===== config.mk =====
export PLATFORM = sky130hd
export DESIGN_NAME = gp_wb_stim_responder
export DESIGN_NICKNAME = d
export VERILOG_FILES = /design/src/rtl/gp_wb_pkg.sv /design/src/rtl/gp_sync_fifo.sv /design/src/rtl/gp_wb_stim_responder.sv
export SDC_FILE = /design/constraint.sdc
export NUM_CORES = 2
export LEC_CHECK = 0
export BUFFER_PORTS_ARGS = -buffer_cell sky130_fd_sc_hd__buf_4
export CAP_MARGIN = 20
export CORE_MARGIN = 2
export CORE_UTILIZATION = 35
export CTS_CLUSTER_DIAMETER = 30
export CTS_CLUSTER_SIZE = 25
export DETAILED_ROUTE_END_ITERATION = 8
export PLACE_DENSITY = 0.49
export SLEW_MARGIN = 20
export SYNTH_ARGS = -nofsm -noshare
export SYNTH_HDL_FRONTEND = slang
export SYNTH_SLANG_ARGS = --single-unit
export TNS_END_PERCENT = 5

===== constraint.sdc =====
create_clock -name i_clk -period 39.3 [get_ports i_clk]
set_input_delay 3.93 -clock i_clk [delete_from_list [all_inputs] [get_ports i_clk]]
set_output_delay 3.93 -clock i_clk [all_outputs]
set_load 0.05 [all_outputs]

===== src/rtl/gp_wb_pkg.sv =====
// gp_wb_pkg: shared types, defaults and helpers for the Wishbone stimulus responder.
//   wb_state_e     - responder FSM states
//   FILL_WORD_DEF  - default NOP word for unused lanes and queue starvation
//   lane_count()   - number of 32-bit lanes on a bus of the given width
package gp_wb_pkg;

    typedef enum logic [2:0] {
        ST_IDLE  = 3'd0,
        ST_WAIT  = 3'd1,
        ST_STALL = 3'd2,
        ST_RESP  = 3'd3,
        ST_GAP   = 3'd4
    } wb_state_e;

    localparam logic [31:0] FILL_WORD_DEF = 32'hF0801003;

    function automatic int lane_count(input int data_w);
        return data_w / 32;
    endfunction

endpackage


===== src/rtl/gp_sync_fifo.sv =====
// gp_sync_fifo: single-clock FIFO with first-word-fall-through head.
//   i_clk, i_rst_n      - clock, asynchronous active-low reset (empties the FIFO)
//   i_push, i_din       - write; ignored while full, even if a pop happens that cycle
//   i_pop, o_dout       - read; o_dout shows the head, pop ignored while empty
//   o_full, o_empty     - status
//   o_count             - current occupancy
module gp_sync_fifo #(
    parameter int WIDTH = 32,
    parameter int DEPTH = 8
) (
    input  logic                     i_clk,
    input  logic                     i_rst_n,
    input  logic                     i_push,
    input  logic [WIDTH-1:0]         i_din,
    input  logic                     i_pop,
    output logic [WIDTH-1:0]         o_dout,
    output logic                     o_full,
    output logic                     o_empty,
    output logic [$clog2(DEPTH):0]   o_count
);

    localparam int AW = $clog2(DEPTH);

    logic [WIDTH-1:0] r_mem [DEPTH];
    logic [AW-1:0]    r_wp;
    logic [AW-1:0]    r_rp;
    logic [AW:0]      r_cnt;
    logic             w_push;
    logic             w_pop;

    assign w_push  = i_push && !o_full;
    assign w_pop   = i_pop && !o_empty;
    assign o_full  = r_cnt == (AW+1)'(DEPTH);
    assign o_empty = r_cnt == '0;
    assign o_count = r_cnt;
    assign o_dout  = r_mem[r_rp];

    always_ff @(posedge i_clk or negedge i_rst_n) begin
        if (!i_rst_n) begin
            r_wp  <= '0;
            r_rp  <= '0;
            r_cnt <= '0;
        end else begin
            if (w_push) r_wp <= r_wp + 1'b1;
            if (w_pop) r_rp <= r_rp + 1'b1;
            r_cnt <= r_cnt + {{AW{1'b0}}, w_push} - {{AW{1'b0}}, w_pop};
        end
    end

    always_ff @(posedge i_clk) begin
        if (w_push) r_mem[r_wp] <= i_din;
    end

endmodule


===== src/rtl/gp_wb_stim_responder.sv =====
// gp_wb_stim_responder: Wishbone classic slave serving queued instructions and capturing stores.
//   i_clk, i_rst_n                 - clock, asynchronous active-low reset
//   i_wb_* / o_wb_*                - Wishbone classic slave port
//   i_ack_lat                      - extra wait cycles before each response
//   i_err_req                      - arm a one-shot error response
//   i_in_valid/o_in_ready/i_in_inst - instruction queue push
//   o_st_valid/i_st_ready/o_st_*   - captured store FIFO head and pop
//   o_rd_cnt/o_wr_cnt/o_starve_cnt - completed reads, writes, starved reads
module gp_wb_stim_responder
    import gp_wb_pkg::*;
#(
    parameter int          DATA_W      = 128,
    parameter int          ADDR_W      = 32,
    parameter int          INST_DEPTH  = 8,
    parameter int          STORE_DEPTH = 8,
    parameter int          LAT_W       = 4,
    parameter logic [31:0] FILL_WORD   = FILL_WORD_DEF
) (
    input  logic                i_clk,
    input  logic                i_rst_n,
    input  logic                i_wb_cyc,
    input  logic                i_wb_stb,
    input  logic                i_wb_we,
    input  logic [ADDR_W-1:0]   i_wb_adr,
    input  logic [DATA_W/8-1:0] i_wb_sel,
    input  logic [DATA_W-1:0]   i_wb_dat,
    output logic [DATA_W-1:0]   o_wb_dat,
    output logic                o_wb_ack,
    output logic                o_wb_err,
    input  logic [LAT_W-1:0]    i_ack_lat,
    input  logic                i_err_req,
    input  logic                i_in_valid,
    output logic                o_in_ready,
    input  logic [31:0]         i_in_inst,
    output logic                o_st_valid,
    input  logic                i_st_ready,
    output logic [ADDR_W-1:0]   o_st_adr,
    output logic [DATA_W/8-1:0] o_st_sel,
    output logic [DATA_W-1:0]   o_st_dat,
    output logic [15:0]         o_rd_cnt,
    output logic [15:0]         o_wr_cnt,
    output logic [15:0]         o_starve_cnt
);

    localparam int LANES  = lane_count(DATA_W);
    localparam int SEL_W  = DATA_W / 8;
    localparam int LIDX_W = (LANES > 1) ? $clog2(LANES) : 1;
    localparam int ICNT_W = $clog2(INST_DEPTH) + 1;
    localparam int SCNT_W = $clog2(STORE_DEPTH) + 1;

    typedef struct packed {
        logic [ADDR_W-1:0] adr;
        logic [SEL_W-1:0]  sel;
        logic [DATA_W-1:0] dat;
    } st_rec_t;

    wb_state_e         r_state;
    logic [ADDR_W-1:0] r_adr;
    logic              r_we;
    logic [SEL_W-1:0]  r_sel;
    logic [DATA_W-1:0] r_dat;
    logic [LAT_W-1:0]  r_cnt;
    logic              r_err_armed;
    logic              r_resp_err;
    logic              r_starve;
    logic [DATA_W-1:0] r_rdat;
    logic [15:0]       r_rd_cnt;
    logic [15:0]       r_wr_cnt;
    logic [15:0]       r_starve_cnt;

    logic [31:0]       w_inst_head;
    logic              w_inst_empty;
    logic              w_inst_full;
    logic [ICNT_W-1:0] w_inst_count;
    logic              w_inst_pop;
    st_rec_t           w_st_din;
    st_rec_t           w_st_head;
    logic              w_st_full;
    logic              w_st_empty;
    logic [SCNT_W-1:0] w_st_count;
    logic              w_st_push;
    logic [LIDX_W-1:0] w_lane;
    logic [DATA_W-1:0] w_rdat;
    logic              w_to_resp;
    logic              w_err_now;
    logic              w_rd_go;
    logic              w_resp_ok;
    logic              w_unused;

    // Response decisions (error vs. normal, pop, read data) are all taken on
    // the cycle that enters RESP so the data is registered into RESP itself.
    assign w_to_resp = i_wb_cyc && ((r_state == ST_WAIT && r_cnt == '0 && !(r_we && w_st_full))
                                 || (r_state == ST_STALL && !w_st_full));
    assign w_err_now  = r_err_armed || i_err_req;
    assign w_rd_go    = w_to_resp && !r_we && !w_err_now;
    assign w_inst_pop = w_rd_go && !w_inst_empty;
    assign w_resp_ok  = r_state == ST_RESP && !r_resp_err;
    assign w_st_push  = w_resp_ok && r_we;
    assign w_st_din   = '{adr: r_adr, sel: r_sel, dat: r_dat};

    assign o_wb_ack     = r_state == ST_RESP && !r_resp_err;
    assign o_wb_err     = r_state == ST_RESP && r_resp_err;
    assign o_wb_dat     = r_rdat;
    assign o_in_ready   = w_inst_count != ICNT_W'(INST_DEPTH);
    assign o_st_valid   = !w_st_empty;
    assign o_st_adr     = w_st_head.adr;
    assign o_st_sel     = w_st_head.sel;
    assign o_st_dat     = w_st_head.dat;
    assign o_rd_cnt     = r_rd_cnt;
    assign o_wr_cnt     = r_wr_cnt;
    assign o_starve_cnt = r_starve_cnt;
    assign w_unused     = ^{w_inst_full, w_st_count};

    generate
        if (LANES > 1) begin : g_lane_sel
            assign w_lane = r_adr[$clog2(SEL_W)-1:2];
        end else begin : g_lane_one
            assign w_lane = '0;
        end
        for (genvar g = 0; g < LANES; g++) begin : g_lane
            assign w_rdat[g*32 +: 32] = (!w_inst_empty && w_lane == LIDX_W'(g)) ? w_inst_head : FILL_WORD;
        end
    endgenerate

    always_ff @(posedge i_clk or negedge i_rst_n) begin
        if (!i_rst_n) begin
            r_state      <= ST_IDLE;
            r_adr        <= '0;
            r_we         <= 1'b0;
            r_sel        <= '0;
            r_dat        <= '0;
            r_cnt        <= '0;
            r_err_armed  <= 1'b0;
            r_resp_err   <= 1'b0;
            r_starve     <= 1'b0;
            r_rdat       <= {LANES{FILL_WORD}};
            r_rd_cnt     <= '0;
            r_wr_cnt     <= '0;
            r_starve_cnt <= '0;
        end else begin
            case (r_state)
                ST_IDLE: if (i_wb_cyc && i_wb_stb) begin
                    r_adr   <= i_wb_adr;
                    r_we    <= i_wb_we;
                    r_sel   <= i_wb_sel;
                    r_dat   <= i_wb_dat;
                    r_cnt   <= i_ack_lat;
                    r_state <= ST_WAIT;
                end
                ST_WAIT: if (!i_wb_cyc) r_state <= ST_IDLE;
                    else if (r_cnt != '0) r_cnt <= r_cnt - 1'b1;
                    else r_state <= (r_we && w_st_full) ? ST_STALL : ST_RESP;
                ST_STALL: if (!i_wb_cyc) r_state <= ST_IDLE;
                    else if (!w_st_full) r_state <= ST_RESP;
                ST_RESP: r_state <= ST_GAP;
                default: r_state <= ST_IDLE;
            endcase
            // A request arriving during RESP is not consumed here, so it arms the next transaction.
            r_err_armed <= w_to_resp ? 1'b0 : w_err_now;
            if (w_to_resp) begin
                r_resp_err <= w_err_now;
                r_starve   <= w_inst_empty;
            end
            if (w_rd_go) r_rdat <= w_rdat;
            if (w_resp_ok && !r_we) r_rd_cnt <= r_rd_cnt + 16'd1;
            if (w_resp_ok && !r_we && r_starve && r_starve_cnt != 16'hFFFF) r_starve_cnt <= r_starve_cnt + 16'd1;
            if (w_resp_ok && r_we) r_wr_cnt <= r_wr_cnt + 16'd1;
        end
    end

    gp_sync_fifo #(.WIDTH(32), .DEPTH(INST_DEPTH)) u_inst_q (
        .i_clk   (i_clk),
        .i_rst_n (i_rst_n),
        .i_push  (i_in_valid && o_in_ready),
        .i_din   (i_in_inst),
        .i_pop   (w_inst_pop),
        .o_dout  (w_inst_head),
        .o_full  (w_inst_full),
        .o_empty (w_inst_empty),
        .o_count (w_inst_count)
    );

    gp_sync_fifo #(.WIDTH($bits(st_rec_t)), .DEPTH(STORE_DEPTH)) u_st_q (
        .i_clk   (i_clk),
        .i_rst_n (i_rst_n),
        .i_push  (w_st_push),
        .i_din   (w_st_din),
        .i_pop   (o_st_valid && i_st_ready),
        .o_dout  (w_st_head),
        .o_full  (w_st_full),
        .o_empty (w_st_empty),
        .o_count (w_st_count)
    );

endmodule


==> Word level (Yosys, flattened, before mapping) <==
Memory sizes are Yosys's and may differ from the RTL's.
Cells that the tools add are included.
{ "totals": {"ff_bits": 383, "ramBits": 1664, "in_bits": 220, "out_inout_bits": 356, "word_cells": 113, "memories": 2} }
{ "classes": {"add_sub_neg": 12, "n_eq_ne": 15, "n_mux": 20, "reduce_logical": 45} }
{ "mem_list": {"columns": ["memory", "words", "width", "read_ports", "rd_clocked_by_memory_dff", "wr", "line_no", "text"], "rows": [
  ["u_st_q.r_mem", 8, 176, 1, 0, 1, "gp_sync_fifo.sv:24", "logic [WIDTH-1:0] r_mem [DEPTH];"],
  ["u_inst_q.r_mem", 8, 32, 1, 0, 1, "gp_sync_fifo.sv:24", null]
]} }
{ "ops": {"columns": ["operator", "count"], "rows": [
  ["$mux W32", 4],
  ["$add A16 B1 Y16 const B", 3],
  ["$logic_and A1 B1 Y1", 25],
  ["$ne A16 B16 Y1 const B", 1],
  ["$mux W3", 5],
  ["$add A3 B1 Y3 const B", 4],
  ["$logic_not A4 Y1", 3],
  ["$mux W4", 3],
  ["$pmux W3 S4", 1],
  ["$add A4 B1 Y4", 2],
  ["$eq A4 B4 Y1 const B", 2],
  ["$logic_not A1 Y1", 8],
  ["$pmux W4 S2", 1],
  ["$sub A4 B1 Y4", 2],
  ["$eq A3 B2 Y1 const B", 2],
  ["$mux W1", 6],
  ["$ne A3 B3 Y1 const B", 2],
  ["$eq A2 B2 Y1 const B", 2],
  ["$ne A2 B2 Y1 const B", 2],
  ["$ne A4 B4 Y1 const B", 1],
  ["$reduce_and A4 Y1", 1],
  ["$reduce_bool A4 Y1", 1],
  ["$sub A4 B1 Y4 const B", 1],
  ["$eq A3 B1 Y1 const B", 1],
  ["8 further kinds", 9]
]} }

==> Logic depth before layout (Yosys ltp) <==
{ "depth": {"word_depth": 11, "mapped_depth": 13, "depth_no_buf": 12} }

==> Cells and area by module <==
A second synthesis with hierarchy kept.
{ "unflattened": {"cells_unflattened": 3723, "area_unflattened_um2": 78155.0} }
{ "by_module_without_submodules": {"columns": ["module", "instances", "cells_per_inst", "area_each_um2", "seq_area_each_um2"], "rows": [
  ["gp_sync_fifo at u_st_q", 1, 2091, 53346.2, 42530.8],
  ["gp_wb_stim_responder", 1, 1205, 14510.2, 9123.8],
  ["gp_sync_fifo at u_inst_q", 1, 427, 10298.6, 7937.6]
]} }

==> Worst setup path after synthesis <==
No wires, ideal clock.
{ "synth_path": {"path_kind": "register -> register", "start": "reg r_state[2]", "end": "mem u_st_q.r_mem[1][0] (netlist bit), enable pin", "setup_time_ns": 0.927, "arrival_ns": 13.345, "required_time_ns": 38.373, "slack_ns": 25.028, "path_stages_with_launch": 7, "path_cell_list": "dfrtp_1 -> buf_2 -> nand4bb_1 -> clkbuf_1 -> nor3_1 -> nand2_1 -> nor3_1"} }
{ "synth_via": {"elab_chain_cells": 6} }
{ "synth_lines": {"columns": ["element", "line_no", "text"], "rows": [
  ["start, declared", "gp_wb_stim_responder.sv:57", "wb_state_e r_state;"],
  ["start signal, assigned", "gp_wb_stim_responder.sv:152", "else r_state <= (r_we && w_st_full) ? ST_STALL : ST_RESP;"],
  ["$eq A3 B2 Y1", "gp_wb_stim_responder.sv:97", "assign w_resp_ok = r_state == ST_RESP && !r_resp_err;"],
  ["$logic_and A1 B1 Y1", "gp_wb_stim_responder.sv:97", null],
  ["$logic_and A1 B1 Y1", "gp_wb_stim_responder.sv:98", "assign w_st_push = w_resp_ok && r_we;"],
  ["$logic_and A1 B1 Y1", "gp_sync_fifo.sv:31", "assign w_push = i_push && !o_full;"],
  ["named net u_st_q.w_push", "gp_sync_fifo.sv:28", "logic w_push;"],
  ["$mux W1", "gp_sync_fifo.sv:51", "if (w_push) r_mem[r_wp] <= i_din;"],
  ["$mux W1 (not written as such)", "gp_sync_fifo.sv:51", null],
  ["end, declared", "gp_sync_fifo.sv:24", null]
]} }
The timed path passes the listed nets, and every way through them passes these cells.

==> Final worst setup path <==
{ "layout_path": {"start": "reg u_st_q.r_rp[0]", "end": "out o_st_dat[98]"} }
{ "layout_via": {"elab_chain_cells": 1} }
{ "layout_lines": {"columns": ["element", "line_no", "text"], "rows": [
  ["start, declared", "gp_sync_fifo.sv:26", "logic [AW-1:0] r_rp;"],
  ["start signal, assigned", "gp_sync_fifo.sv:45", "if (w_pop) r_rp <= r_rp + 1'b1;"],
  ["$mem_v2 Z8 W176", null, null],
  ["end, declared", "gp_wb_stim_responder.sv:39", "output logic [DATA_W-1:0] o_st_dat,"]
]} }
No other way between the ends.

==> impl_metrics.tcl <==
set metrics [dict create \
    initial_core_util_pct 35.23 \
    rsz_0062_raised_after_global_routing "no" \
    drt_first_pass_iters 5 \
    cp_data_arrival_time_ps 4790 \
    use_met3_pct 5.965 \
    setup_viol 0 \
    mostFrequentLayoutCell "edfxtp_1" \
    syn-mean-instance-area_um2 22.38 \
    ir_worst_vdd_mv 0.05966 \
    critPathBufInv 3 \
    tightest_slew_ps 1077 \
    maxSlewViolCount 0 \
    die_area_um2 225000 \
    cts_buffer_depth 4 \
    crit_family "buffers and inverters" \
    dieHeight_um 474.3 \
    place.detailed.hpwl_um 106700 \
    power.density_nw_per_um2 84.26 \
    clock_latency_ps 1010 \
    layout_worst_path_cycle_share_pct 22.20 \
    placed_cells 6889 \
    core_um2 219700 \
    synth-seq-cells 2047 \
    globalRouteTotalUtil_pct 17.23 \
    numPortBuffers 575 \
    nNetsFinal 4639 \
    period_minus_slack_ps 8724 \
    max_cap_violations 0 \
    worst_hold_slack_ps 469.5 \
    normalized_max_slew_margin_pct 28.22 \
    detailroute.via_count 38040 \
    synth_seq_area_share_pct 76.98 \
    run_status "complete, no violations" \
    areaGrowthSynthToFinish_pct 30.70 \
    row_count 172 \
    grtUsageMet1_pct 22.24 \
    worst-setup-path-type "flop to primary output" \
    place.gp.congestion 0.7075 \
    tritoncts_clock_tree "done" \
    final_critical_path_setup_slack_ps 30580 \
    grt_most_used_layer "met2" \
    grt_start_max_net_pins 139 \
    postSynthNetCount 3702 \
    dpl-instance-area_um2 85460 \
    globalRouteMet2Util_pct 27.08 \
    synth_enable_flop_cells 1664 \
    finish.utilization_pct 46.05 \
    layout-drive-gt1-share_pct 46.87 \
    setup_tns_ps 0 \
    clock_skew_ps 122.6 \
    hold_path_class "flop to flop" \
    final_design_area_no_fill_um2 101200 \
    setup.worst_path.end_class "primary output" \
    globalRouteOverflowTotal 0 \
    layout.cells.most_common_list "edfxtp_1, buf_4, clkbuf_16, mux4_2, mux2_2" \
    ctsRootBufferMaster "clkbuf_16" \
    holdBufCountCts 0 \
    kind_of_start_point_of_the_critical_path "flop" \
    routed_wire_length_per_instance_um 25.20 \
    grt_first_pass_wirelength_um 282600 \
    via_count_of_the_first_global_routing_pass 40920 \
    synth_async_sr_flop_share_pct 18.71 \
    cts_made_buffers 463 \
    total_power_mw 8.526 \
    final_cell_count_no_fill 7756 \
    synthesis.yosys.warnings 0 \
    worst_path_largest_cell_delay_ps 1080 \
    dr.first_iter.drc_count 2324 \
    critical-path-top-cell-by-count "buf_4" \
    ant_nets 0 \
    fmaxAchievable_ghz 0.1146 \
    synth_cells 3459 \
    dieWidth_um 474.3 \
    dominantRegCellSynth "edfxtp_1" \
    worstPathCellList "buf_4 > buf_4 > mux4_2 > mux2_2 > buf_4" \
    postCtsSetupBuffers 0 \
    hold_violations 0 \
    synth.distinct_cells 58 \
    static-leakage-power_nw 35.86 \
    worst_setup_hold_path_clk_slew_ps 50 \
    cts.htree.levels 5 \
    worst_ep_required_time_ps 35370 \
    number_of_antenna_violations_at_the_first_check_in_global_routing 38 \
    pre_cts_ws_ps 31300 \
    post_cts.resized_instances 0 \
    worst_path_max_delay_cell "dfrtp_4" \
    clkSinkCount 2047 \
    drt-total-wl_um 195400 \
    detail_route.drc_violations 0 \
    largest_driver_fanout_on_the_critical_path 46 \
    post_drt_via_cell_ratio 4.905 \
    io_pins 576 \
    mappedNetlistArea_um2 77410 \
]
==> worst register-to-register path, stage by stage (launching register included) <==
cell       delay [ps]
dfrtp_1           590
nand4bb_1         400
nor3_1            360
buf_4             230
nand2b_1          240
nor2_4            150
buf_4             680
buf_4             770
buf_4             960
buf_4             840
==> path summary, 6_finish.rpt <==
kind	startpoint	end	slack [ps]	cells past startpoint
max	u_st_q.r_rp[0]	o_st_dat[98]	30580	5
min	o_wr_cnt[15]	o_wr_cnt[15]	470	1
max reg2reg	r_state[0]	u_st_q.r_mem[2][138]	33680	9
min reg2reg	o_wr_cnt[15]	o_wr_cnt[15]	470	1
max in group asynchronous	i_rst_n	r_dat[87]	33320	4
min in group asynchronous	i_rst_n	o_wr_cnt[15]	2950	1
==> Yosys cell counts, drive strengths merged (19+ instances only) <==
library cell | instances | share of area (%)
a2bb2oi | 33 | 0.37
edfxtp | 1664 | 65
dfstp | 32 | 1.1
nand4 | 19 | 0.15
o2bb2ai | 96 | 1.2
clkbuf | 89 | 0.43
inv | 26 | 0.13
mux4 | 416 | 12
buf | 87 | 0.56
xor2 | 23 | 0.26
mux2i | 33 | 0.43
nand2 | 27 | 0.13
mux2 | 361 | 5.3
dfrtp | 351 | 11
xnor2 | 34 | 0.38
nor2 | 28 | 0.14
ha | 21 | 0.34
==> cells by family after synthesis <==
logic type	synth area share (%)
buffers and inverters	1.122
adders and majority gates	0.3911
AOI/OAI and AO/OA	1.886
and+or+nand+nor	1.198
DFF	76.98
xor gates and xnor gates	0.6449
muxes	17.78
==> flip-flops by register name (all words and copies together) (netlist names), 16 cells and up <==
register / flops
r_adr: 32
r_sel: 16
u_inst_q.r_mem: 256
o_starve_cnt: 16
u_st_q.r_mem: 1408
o_wr_cnt: 16
o_wb_dat: 128
o_rd_cnt: 16
r_dat: 128
==> routing by layer <==
layer,vias to the layer above,routed length (um)
met3,373,14880
met2,1084,93080
met1,20140,82140
met4,48,5037
li1,16400,-
met5,-,298
==> layout make-up <==
| cell class | instances | area (um2) |
|---|---|---|
| clock buffer | 574 | 12450 |
| antenna | 21 | 52.55 |
| timing repair buffer | 648 | 4960 |
| sequential | 2047 | 59610 |
| fill | 18540 | 118500 |
| tap | 2958 | 3701 |
| clock inverter | 272 | 3227 |
| inverter | 27 | 101.3 |
| multi-input combinational | 1209 | 17090 |
==> report_power, final <==
group          leakage [nW]  internal [mW]  switching, mW
Clock                  7.60           2.63           1.17
Sequential             19.7           2.64          0.216
Combinational          8.53          0.749           1.13
Note: power is estimated with default switching activity, not from simulation.
